==> src/rtl/secded_dec_pipe.sv <==
// Two-stage pipelined SEC-DED (extended Hamming) decoder with valid/ready flow
// control and saturating single/double error counters.
module secded_dec_pipe #(
    parameter  int DATA_W = 32,
    parameter  int CNT_W  = 16,
    localparam int HAM_W  = (DATA_W <= 4)  ? 3 :
                            (DATA_W <= 11) ? 4 :
                            (DATA_W <= 26) ? 5 :
                            (DATA_W <= 57) ? 6 : 7,
    localparam int CHK_W  = HAM_W + 1,
    localparam int CW_W   = DATA_W + CHK_W
) (
    input  logic              clk,
    input  logic              rst_n,
    input  logic              in_valid,
    output logic              in_ready,
    input  logic [CW_W-1:0]   in_cw,
    input  logic              corr_en,
    output logic              out_valid,
    input  logic              out_ready,
    output logic [DATA_W-1:0] out_data,
    output logic [CW_W-1:0]   out_cw,
    output logic [CHK_W-1:0]  out_syn,
    output logic              out_err,
    output logic              out_sgl,
    output logic              out_dbl,
    output logic [CNT_W-1:0]  cnt_sgl,
    output logic [CNT_W-1:0]  cnt_dbl,
    input  logic              cnt_clr
);

    // Hamming position of the k-th data bit: k-th non-power-of-two index >= 3.
    function automatic int data_pos(input int k);
        int cnt;
        int pos;
        cnt = 0;
        pos = 0;
        for (int i = 3; i < CW_W; i++) begin
            if ((i & (i - 1)) != 0) begin
                if (cnt == k) pos = i;
                cnt++;
            end
        end
        return pos;
    endfunction

    logic              s1_valid_q;
    logic [CW_W-1:0]   s1_cw_q;
    logic              s1_corr_q;
    logic [CHK_W-1:0]  s1_syn_q;

    logic              out_valid_q;
    logic [DATA_W-1:0] out_data_q;
    logic [CW_W-1:0]   out_cw_q;
    logic [CHK_W-1:0]  out_syn_q;
    logic              out_err_q;
    logic              out_sgl_q;
    logic              out_dbl_q;
    logic [CNT_W-1:0]  cnt_sgl_q;
    logic [CNT_W-1:0]  cnt_dbl_q;

    logic s2_ready, s1_load, s2_load, out_fire;

    assign s2_ready = ~out_valid_q | out_ready;
    // Held low during reset so nothing is accepted while the pipe is flushed.
    assign in_ready = rst_n & (~s1_valid_q | s2_ready);
    assign s1_load  = in_valid & in_ready;
    assign s2_load  = s1_valid_q & s2_ready;
    assign out_fire = out_valid_q & out_ready;

    // ---------------- Stage 1: syndrome ----------------
    logic [HAM_W-1:0] syn_h_d;
    logic             syn_p_d;

    always_comb begin
        syn_h_d = '0;
        for (int i = 1; i < CW_W; i++)
            if (in_cw[i]) syn_h_d = syn_h_d ^ HAM_W'(i);
    end

    assign syn_p_d = ^in_cw;

    always_ff @(posedge clk or negedge rst_n) begin
        if (!rst_n) begin
            s1_valid_q <= 1'b0;
            s1_cw_q    <= '0;
            s1_corr_q  <= 1'b0;
            s1_syn_q   <= '0;
        end else begin
            if (in_ready) s1_valid_q <= in_valid;
            if (s1_load) begin
                s1_cw_q   <= in_cw;
                s1_corr_q <= corr_en;
                s1_syn_q  <= {syn_p_d, syn_h_d};
            end
        end
    end

    // ---------------- Stage 2: classify and correct ----------------
    logic              s1_p;
    logic [HAM_W-1:0]  s1_s;
    logic              in_range, sgl_d, dbl_d, fix_d;
    logic [CW_W-1:0]   cw_d;
    logic [DATA_W-1:0] data_d;

    assign s1_p     = s1_syn_q[HAM_W];
    assign s1_s     = s1_syn_q[HAM_W-1:0];
    assign in_range = (s1_s <= HAM_W'(CW_W - 1));
    assign sgl_d    = s1_p & in_range;
    assign dbl_d    = s1_p ? ~in_range : (s1_s != '0);
    assign fix_d    = sgl_d & s1_corr_q;

    // s == 0 with p == 1 addresses the overall parity bit, so one rule covers both.
    always_comb begin
        cw_d = s1_cw_q;
        for (int i = 0; i < CW_W; i++)
            if (fix_d && (s1_s == HAM_W'(i))) cw_d[i] = ~s1_cw_q[i];
    end

    for (genvar k = 0; k < DATA_W; k++) begin : g_extract
        localparam int POS = data_pos(k);
        assign data_d[k] = cw_d[POS];
    end

    always_ff @(posedge clk or negedge rst_n) begin
        if (!rst_n) begin
            out_valid_q <= 1'b0;
            out_data_q  <= '0;
            out_cw_q    <= '0;
            out_syn_q   <= '0;
            out_err_q   <= 1'b0;
            out_sgl_q   <= 1'b0;
            out_dbl_q   <= 1'b0;
        end else begin
            if (s2_ready) out_valid_q <= s1_valid_q;
            if (s2_load) begin
                out_data_q <= data_d;
                out_cw_q   <= cw_d;
                out_syn_q  <= s1_syn_q;
                out_err_q  <= sgl_d | dbl_d;
                out_sgl_q  <= sgl_d;
                out_dbl_q  <= dbl_d;
            end
        end
    end

    // ---------------- Error statistics ----------------
    always_ff @(posedge clk or negedge rst_n) begin
        if (!rst_n) begin
            cnt_sgl_q <= '0;
            cnt_dbl_q <= '0;
        end else if (cnt_clr) begin
            cnt_sgl_q <= '0;
            cnt_dbl_q <= '0;
        end else if (out_fire) begin
            if (out_sgl_q && (cnt_sgl_q != '1)) cnt_sgl_q <= cnt_sgl_q + 1'b1;
            if (out_dbl_q && (cnt_dbl_q != '1)) cnt_dbl_q <= cnt_dbl_q + 1'b1;
        end
    end

    assign out_valid = out_valid_q;
    assign out_data  = out_data_q;
    assign out_cw    = out_cw_q;
    assign out_syn   = out_syn_q;
    assign out_err   = out_err_q;
    assign out_sgl   = out_sgl_q;
    assign out_dbl   = out_dbl_q;
    assign cnt_sgl   = cnt_sgl_q;
    assign cnt_dbl   = cnt_dbl_q;

endmodule

==> config.mk <==
export PLATFORM = sky130hd
export DESIGN_NAME = secded_dec_pipe
export DESIGN_NICKNAME = d
export VERILOG_FILES = /design/src/rtl/secded_dec_pipe.sv
export SDC_FILE = /design/constraint.sdc
export NUM_CORES = 1
export LEC_CHECK = 0
export CAP_MARGIN = 25
export CELL_PAD_IN_SITES_DETAIL_PLACEMENT = 0
export CELL_PAD_IN_SITES_GLOBAL_PLACEMENT = 1
export CORE_UTILIZATION = 38
export DETAILED_ROUTE_END_ITERATION = 8
export PLACE_DENSITY = 0.77
export SLEW_MARGIN = 25
export SYNTH_ARGS = -nofsm -noshare
export SYNTH_HDL_FRONTEND = slang
export SYNTH_SLANG_ARGS = --single-unit
==> constraint.sdc <==
create_clock -name clk -period 2.1 [get_ports clk]
set_input_delay 0.63 -clock clk [delete_from_list [all_inputs] [get_ports clk]]
set_output_delay 0.63 -clock clk [all_outputs]
set_load 0.1 [all_outputs]
==> reports/results.ini, run 1 <==
[final_layout]
utilization = 0.625
area_growth_pct = 60.9
fin_nets = 908
n_antenna_cell = 0
drive_above_1_share = 0.341

[cts]
root_buffer = clkbuf_16
cts.sink_count = 130
clkTransAtPathRegs_ns = 0.06
cts_buffer_depth = 2
ctsHtreeMaxLevel = 4
hold_buffers = 0
cts_buffers = 17
worstSkewPairLatency_ns = 0.42
cts_tree = built

[routing]
drc = 0
dr_total_vias = 5296
viasPerCell = 4.82
first_pass_iters = 4
antenna_left = 0
avgRoutedWirePerCell_um = 16.0
drt_wl_total_mm = 17.6
drt_iter0_markers = 227

[global_routing]
first_global_vias = 5435
overflow = 0
grt_max_degree = 131
antenna_found_initial = 0
grt_pass1_wl_mm = 28.2
grt_usage = 0.202

[floorplanning]
row_count = 48
die_w_um = 135
ioPinCount = 160
start_util = 0.388
die_area_sq_mm = 0.0182
die_y_um = 135
core_area_sq_mm = 0.0172

[synthesis]
async_flop_share = 1.00
synth.most_common_cell = dfrtp_1
ys.flop_type = dfrtp_1
synth_fp_nets = 715
netlist.area_leader.share = 0.486
syn_area_sq_mm = 0.00670
synthDistinctLibCells = 37
synth_cells = 668
yosys-top-cells-count = dfrtp_1, nand2_1, xnor2_1
synth_edf_count = 0
synth-seq-cells = 130
yosys-top-cells-area = dfrtp_1, xnor2_1, xor2_1
syn_avg_cell_area_sq_um = 10.0
synth_seq_area_share = 0.486
synth_top_area_cell = dfrtp_1
ys_warn_count = 0

[setup_path]
critPathArrivalTime_ns = 2.40
end_kind = flop
path_delay_family = XOR/XNOR gates
critPathSlowestCell = clkdlybuf4s50_1
crit_path_max_incr_delay_ns = 0.43
critPathMaxFanout = 2
critPathBufInv = 2
cp_common_cell = xnor2_1
startpoint_type = input pin
path_class = input pin to flop
path_cells = clkdlybuf4s50_1 -> xnor2_1 -> xnor2_1 -> buf_4 -> xnor2_4 -> xnor2_2 -> xnor3_1 -> o21ai_1
required_ns = 2.44

[timing]
tightest_slew_ns = 0.710
finalSetupViolations = 0
drv_slew = 0
holdWs_ns = 0.315
hold_violations = 0
fin_crit_ns = 2.06
final.period_utilization = 0.980
maxSlewHeadroom = 0.527
clock_skew_ns = 0.00576
max_freq_mhz = 486

[outcome]
status = finished, final reports clean

[run]
drv_cap = 0

[min_path]
hold_class = input pin to async pin

[place]
port_buffers = 159
gp_congestion = 0.834
dp_hpwl_mm = 13.6

[power]
powerDensity_mw_per_mm2 = 1500
irDropWorstVdd_v = 0.000970
leakagePower_uw = 0.00458

==> power breakdown <==
group / internal (uW) / switching, uW
combinational: 3360 / 5790
clock: 1910 / 1080
sequential: 3090 / 886
total: 8360 / 7760
==> kinds of logic (layout without fill, tap and decap cells) <==
kind of cell	after synthesis	in the layout	synth area share
AND/OR/NAND/NOR	228	228	0.153
XOR/XNOR	131	131	0.175
flip-flops	130	130	0.486
AO/OA/AOI/OAI	68	68	0.0534
buffers and inverters	64	269	0.0546
multiplexers	45	45	0.0751
adder cells (fa/ha/maj)	2	2	0.00374
==> routing by layer <==
metal	track usage	routed length, um	vias up
li1	-	-	2555
met1	0.256	7540	2598
met2	0.348	9140	125
met3	0.0368	658	18
met4	0.0655	289	0
met5	0	0	-
==> registers in the layout (all words and copies together) (netlist names) <==
signal	count
s1_cw_q	39
out_data	32
cnt_dbl	16
cnt_sgl	16
out_cw	7
out_syn	7
s1_syn_q	7
out_dbl	1
out_err	1
out_sgl	1
out_valid	1
s1_corr_q	1
s1_valid_q	1
==> worst paths after layout <==
check,slack (ns),start,endpoint,cells after the start
max reg2reg,0.14,cnt_dbl[5],cnt_dbl[3],7
min in group clk,0.51,s1_cw_q[9],s1_cw_q[9],1
min,0.31,rst_n,cnt_dbl[2],2
max,0.04,in_cw[28],s1_syn_q[6],8
max in group asynchronous,1.23,rst_n,cnt_dbl[5],2
min reg2reg,0.51,s1_cw_q[9],s1_cw_q[9],1
==> per-stage QoR <==
stage	cell area [sq um]	setup WS (ns)	power [uW]	setup TNS, ns	instances
final	10800	0.0410	16100	0	1098
after global routing	10800	-0.00428	16600	-0.00428	1098
after CTS	10700	0.0282	16100	0	1095
after detailed placement	10000	-0.478	13100	-14.08	1063
after global placement	10000	-0.358	13000	-12.96	1063
after floorplan	6750	0.000730	9620	0	668
==> timing repair <==
action	in CTS	in global routing
resized for setup	6	17
pin swaps	3	9
setup endpoints to repair	2	5
buffers inserted	1	3
==> layout by cell type, fill, tap and decap left out, types with 2 or more instances in the layout <==
master,instances
a21oi_1,7
and2_1,2
and3_1,6
and4_1,5
buf_12,120
buf_4,68
bufinv_16,3
clkbuf_16,17
clkbuf_8,2
clkdlybuf4s50_1,35
clkinv_2,6
dfrtp_1,100
dfrtp_2,25
dfrtp_4,5
dlymetal6s2s_1,7
ha_1,2
inv_1,6
mux2_1,11
mux2_2,31
mux2i_1,3
nand2_1,111
nand2_2,2
nand2b_1,3
nand3_1,21
nand4_1,9
nor2_1,41
nor2b_1,3
nor3_1,10
nor3b_1,3
nor4_1,2
o21ai_0,24
o21ai_1,30
or3_1,7
xnor2_1,64
xnor2_2,10
xor2_1,53
xor2_2,2
==> layout make-up <==
cell class	instances	area, sq um
fillers	1334	6460
repair buffers	232	3370
flip-flops and latches	130	3300
multi-input cells	474	3200
clock buffers	20	457
well taps	225	282
clock inverters	11	136
inverters	6	22.5
Note: power is estimated with default switching activity, not from simulation.
==> run 2: changes to the inputs <==
CTS_CLUSTER_DIAMETER = 30   (was not set)
RECOVER_POWER = 50   (was not set)
==> run 2 against run 1 <==
Register-to-register slack about the same. Final cell count unchanged. Final area down 2.8%. Non-clock buffer count unchanged. Setup slack worse by 0.021 ns. Routed wire length up 0.73%. Largest cell class is now registers. Highest routed layer unchanged.
==> reports/results.ini, run 2 (same netlist as run 1, synthesis figures left out) <==
[cts]
ctsHtreeMaxLevel = 4  ; unchanged
root_buffer = clkbuf_16
cts_tree = built
cts.sink_count = 130  ; unchanged
worstSkewPairLatency_ns = 0.42  ; about the same
clkTransAtPathRegs_ns = 0.06  ; about the same
cts_buffers = 17  ; unchanged
hold_buffers = 0  ; unchanged
cts_buffer_depth = 2  ; unchanged

[routing]
dr_total_vias = 5315  ; +0.36%
avgRoutedWirePerCell_um = 16.2  ; +0.73%
drc = 0  ; unchanged
drt_wl_total_mm = 17.8  ; +0.73%
viasPerCell = 4.84  ; +0.36%
drt_iter0_markers = 315  ; +39%
first_pass_iters = 5  ; +1
antenna_left = 0  ; unchanged

[place]
port_buffers = 159  ; unchanged
gp_congestion = 0.834  ; unchanged
placed_area_sq_mm = 0.0100  ; unchanged
place_ws_ns = -0.478  ; unchanged
dp.cells = 1063  ; unchanged
dp_hpwl_mm = 13.6  ; unchanged

[setup_path]
crit_path_max_incr_delay_ns = 0.50  ; +0.07 ns
end_kind = flop
path_cells = clkdlybuf4s50_1 -> xor2_2 -> xnor2_2 -> xnor2_4 -> xnor2_2 -> xnor3_1 -> o21ai_1
critPathSlowestCell = clkdlybuf4s50_1
required_ns = 2.45  ; about the same
critPathBufInv = 1  ; -1
cp_common_cell = xnor2_2
critPathMaxFanout = 2  ; unchanged
critPathArrivalTime_ns = 2.43  ; +0.03 ns
startpoint_type = input pin
path_class = input pin to flop
path_delay_family = XOR/XNOR gates

[final_layout]
fillers = 1368  ; +2.5%
n_antenna_cell = 0  ; unchanged
largest_register_ffs = 39  ; unchanged
fin_nets = 908  ; unchanged
final_area_sq_mm = 0.0105  ; -2.8%
utilization = 0.607  ; -0.0176
drive_above_1_share = 0.330  ; -0.0115
largest_register = s1_cw_q
area_growth_pct = 56.4
fin_cells = 1098  ; unchanged
final_cell_mix = nand2_1, dfrtp_1, buf_12
final_common_cell = nand2_1

[timing]
finalSetupViolations = 0  ; unchanged
final.period_utilization = 0.990  ; +0.0100
hold_violations = 0  ; unchanged
max_freq_mhz = 481  ; -1.0%
clock_skew_ns = 0.00609  ; +0.000333 ns
maxSlewHeadroom = 0.193  ; -0.334
setup_ws_ns = 0.0200  ; -0.0211 ns
drv_slew = 0  ; unchanged
tightest_slew_ns = 1.21  ; +0.501 ns
fin_crit_ns = 2.08  ; +0.0211 ns

[power]
p_sw_frac = 0.492  ; +0.0109
irDropWorstVdd_v = 0.000970  ; about the same
clkPwrFrac = 0.192  ; +0.007
internal_power_uw = 7940  ; -5.1%
combPwrFrac = 0.558  ; -0.010
powerDensity_mw_per_mm2 = 1490  ; -0.24%
leakagePower_uw = 0.00448  ; -2.3%
seqPwrFrac = 0.250  ; +0.003
power.net_switching_uw = 7690  ; -0.85%

[floorplanning]
row_count = 48  ; unchanged
start_util = 0.388  ; unchanged
die_area_sq_mm = 0.0182  ; unchanged
die_y_um = 135  ; unchanged
ioPinCount = 160  ; unchanged
core_area_sq_mm = 0.0172  ; unchanged
die_w_um = 135  ; unchanged

[global_routing]
overflow = 0  ; unchanged
grt_max_degree = 131  ; unchanged
antenna_found_initial = 0  ; unchanged
first_global_vias = 5435  ; unchanged
grt_pass1_wl_mm = 28.2  ; unchanged
grt_usage = 0.202  ; unchanged

[min_path]
hold_class = flop to flop

[outcome]
status = finished, final reports clean

[run]
drv_cap = 0  ; unchanged

==> run 2: changes by cell type in the layout (fill, tap and decap cells not counted), sizes merged <==
| cell | change |
|---|---|
| buf | -22 |
| clkbuf | +22 |
==> run 2: power by group through the flow <==
stage	Sequential (uW)	Clock, uW	Combinational (uW)
2_1_floorplan	6240	0	3380
3_3_place_gp	3990	0	9010
3_5_place_dp	4020	0	9070
4_1_cts	3990	3040	9110
5_1_grt	4000	3130	9010
6_report	3910	2990	8730
==> run 2: metal layers <==
metal  track usage  part of all wire  vias to the layer above
met3        0.0368             0.046                       17
met1         0.256              0.42                     2602
met4        0.0655             0.015                        0
met5             0                 0                        -
met2         0.348              0.52                      140
li1              -                 -                     2556
==> run 2: metrics by stage <==
step / power (uW) / hold WS, ns / TNS, ns
floorplan: 9620 / 0.334 / 0
global placement: 13000 / 0.494 / -12.96
detailed placement: 13100 / 0.496 / -14.08
CTS: 16100 / 0.373 / 0
global route: 16100 / 0.506 / -0.00428
finish: 15600 / 0.477 / 0
==> run 2: layout make-up <==
type | instances | area (sq um) | share of cell area
clock buffer | 20 | 457 | 0.0436
clock inverter | 11 | 136 | 0.0130
inverter | 6 | 22.5 | 0.00215
multi-input combinational | 474 | 3190 | 0.305
sequential | 130 | 3300 | 0.315
tap | 225 | 282 | 0.0269
timing repair buffer | 232 | 3080 | 0.294
==> run 2: timing repair <==
| action | in CTS | in global routing |
|---|---|---|
| pin swaps | 3 | 9 |
| gates resized for setup | 6 | 17 |
| endpoints found under the setup margin | 2 | 5 |
| buffers inserted | 1 | 3 |
| hold endpoints to repair | 0 | 0 |
==> run 2: tightest hold or removal path, delay by kind of cell (launching register included) <==
kind             cells  cell delay, ns
flip-flops           1            0.34
AND/OR/NAND/NOR      2            0.11
==> run 2: final timing paths <==
kind / start / to / slack [ns] / depth (start not counted)
min in group asynchronous: rst_n / cnt_dbl[2] / 0.61 / 2
max in group asynchronous: rst_n / cnt_dbl[4] / 0.58 / 2
min: out_syn[2] / out_syn[2] / 0.48 / 2
max: in_cw[22] / s1_syn_q[6] / 0.02 / 7
max reg2reg: cnt_dbl[5] / cnt_dbl[3] / 0.14 / 7
min reg2reg: out_syn[2] / out_syn[2] / 0.48 / 2
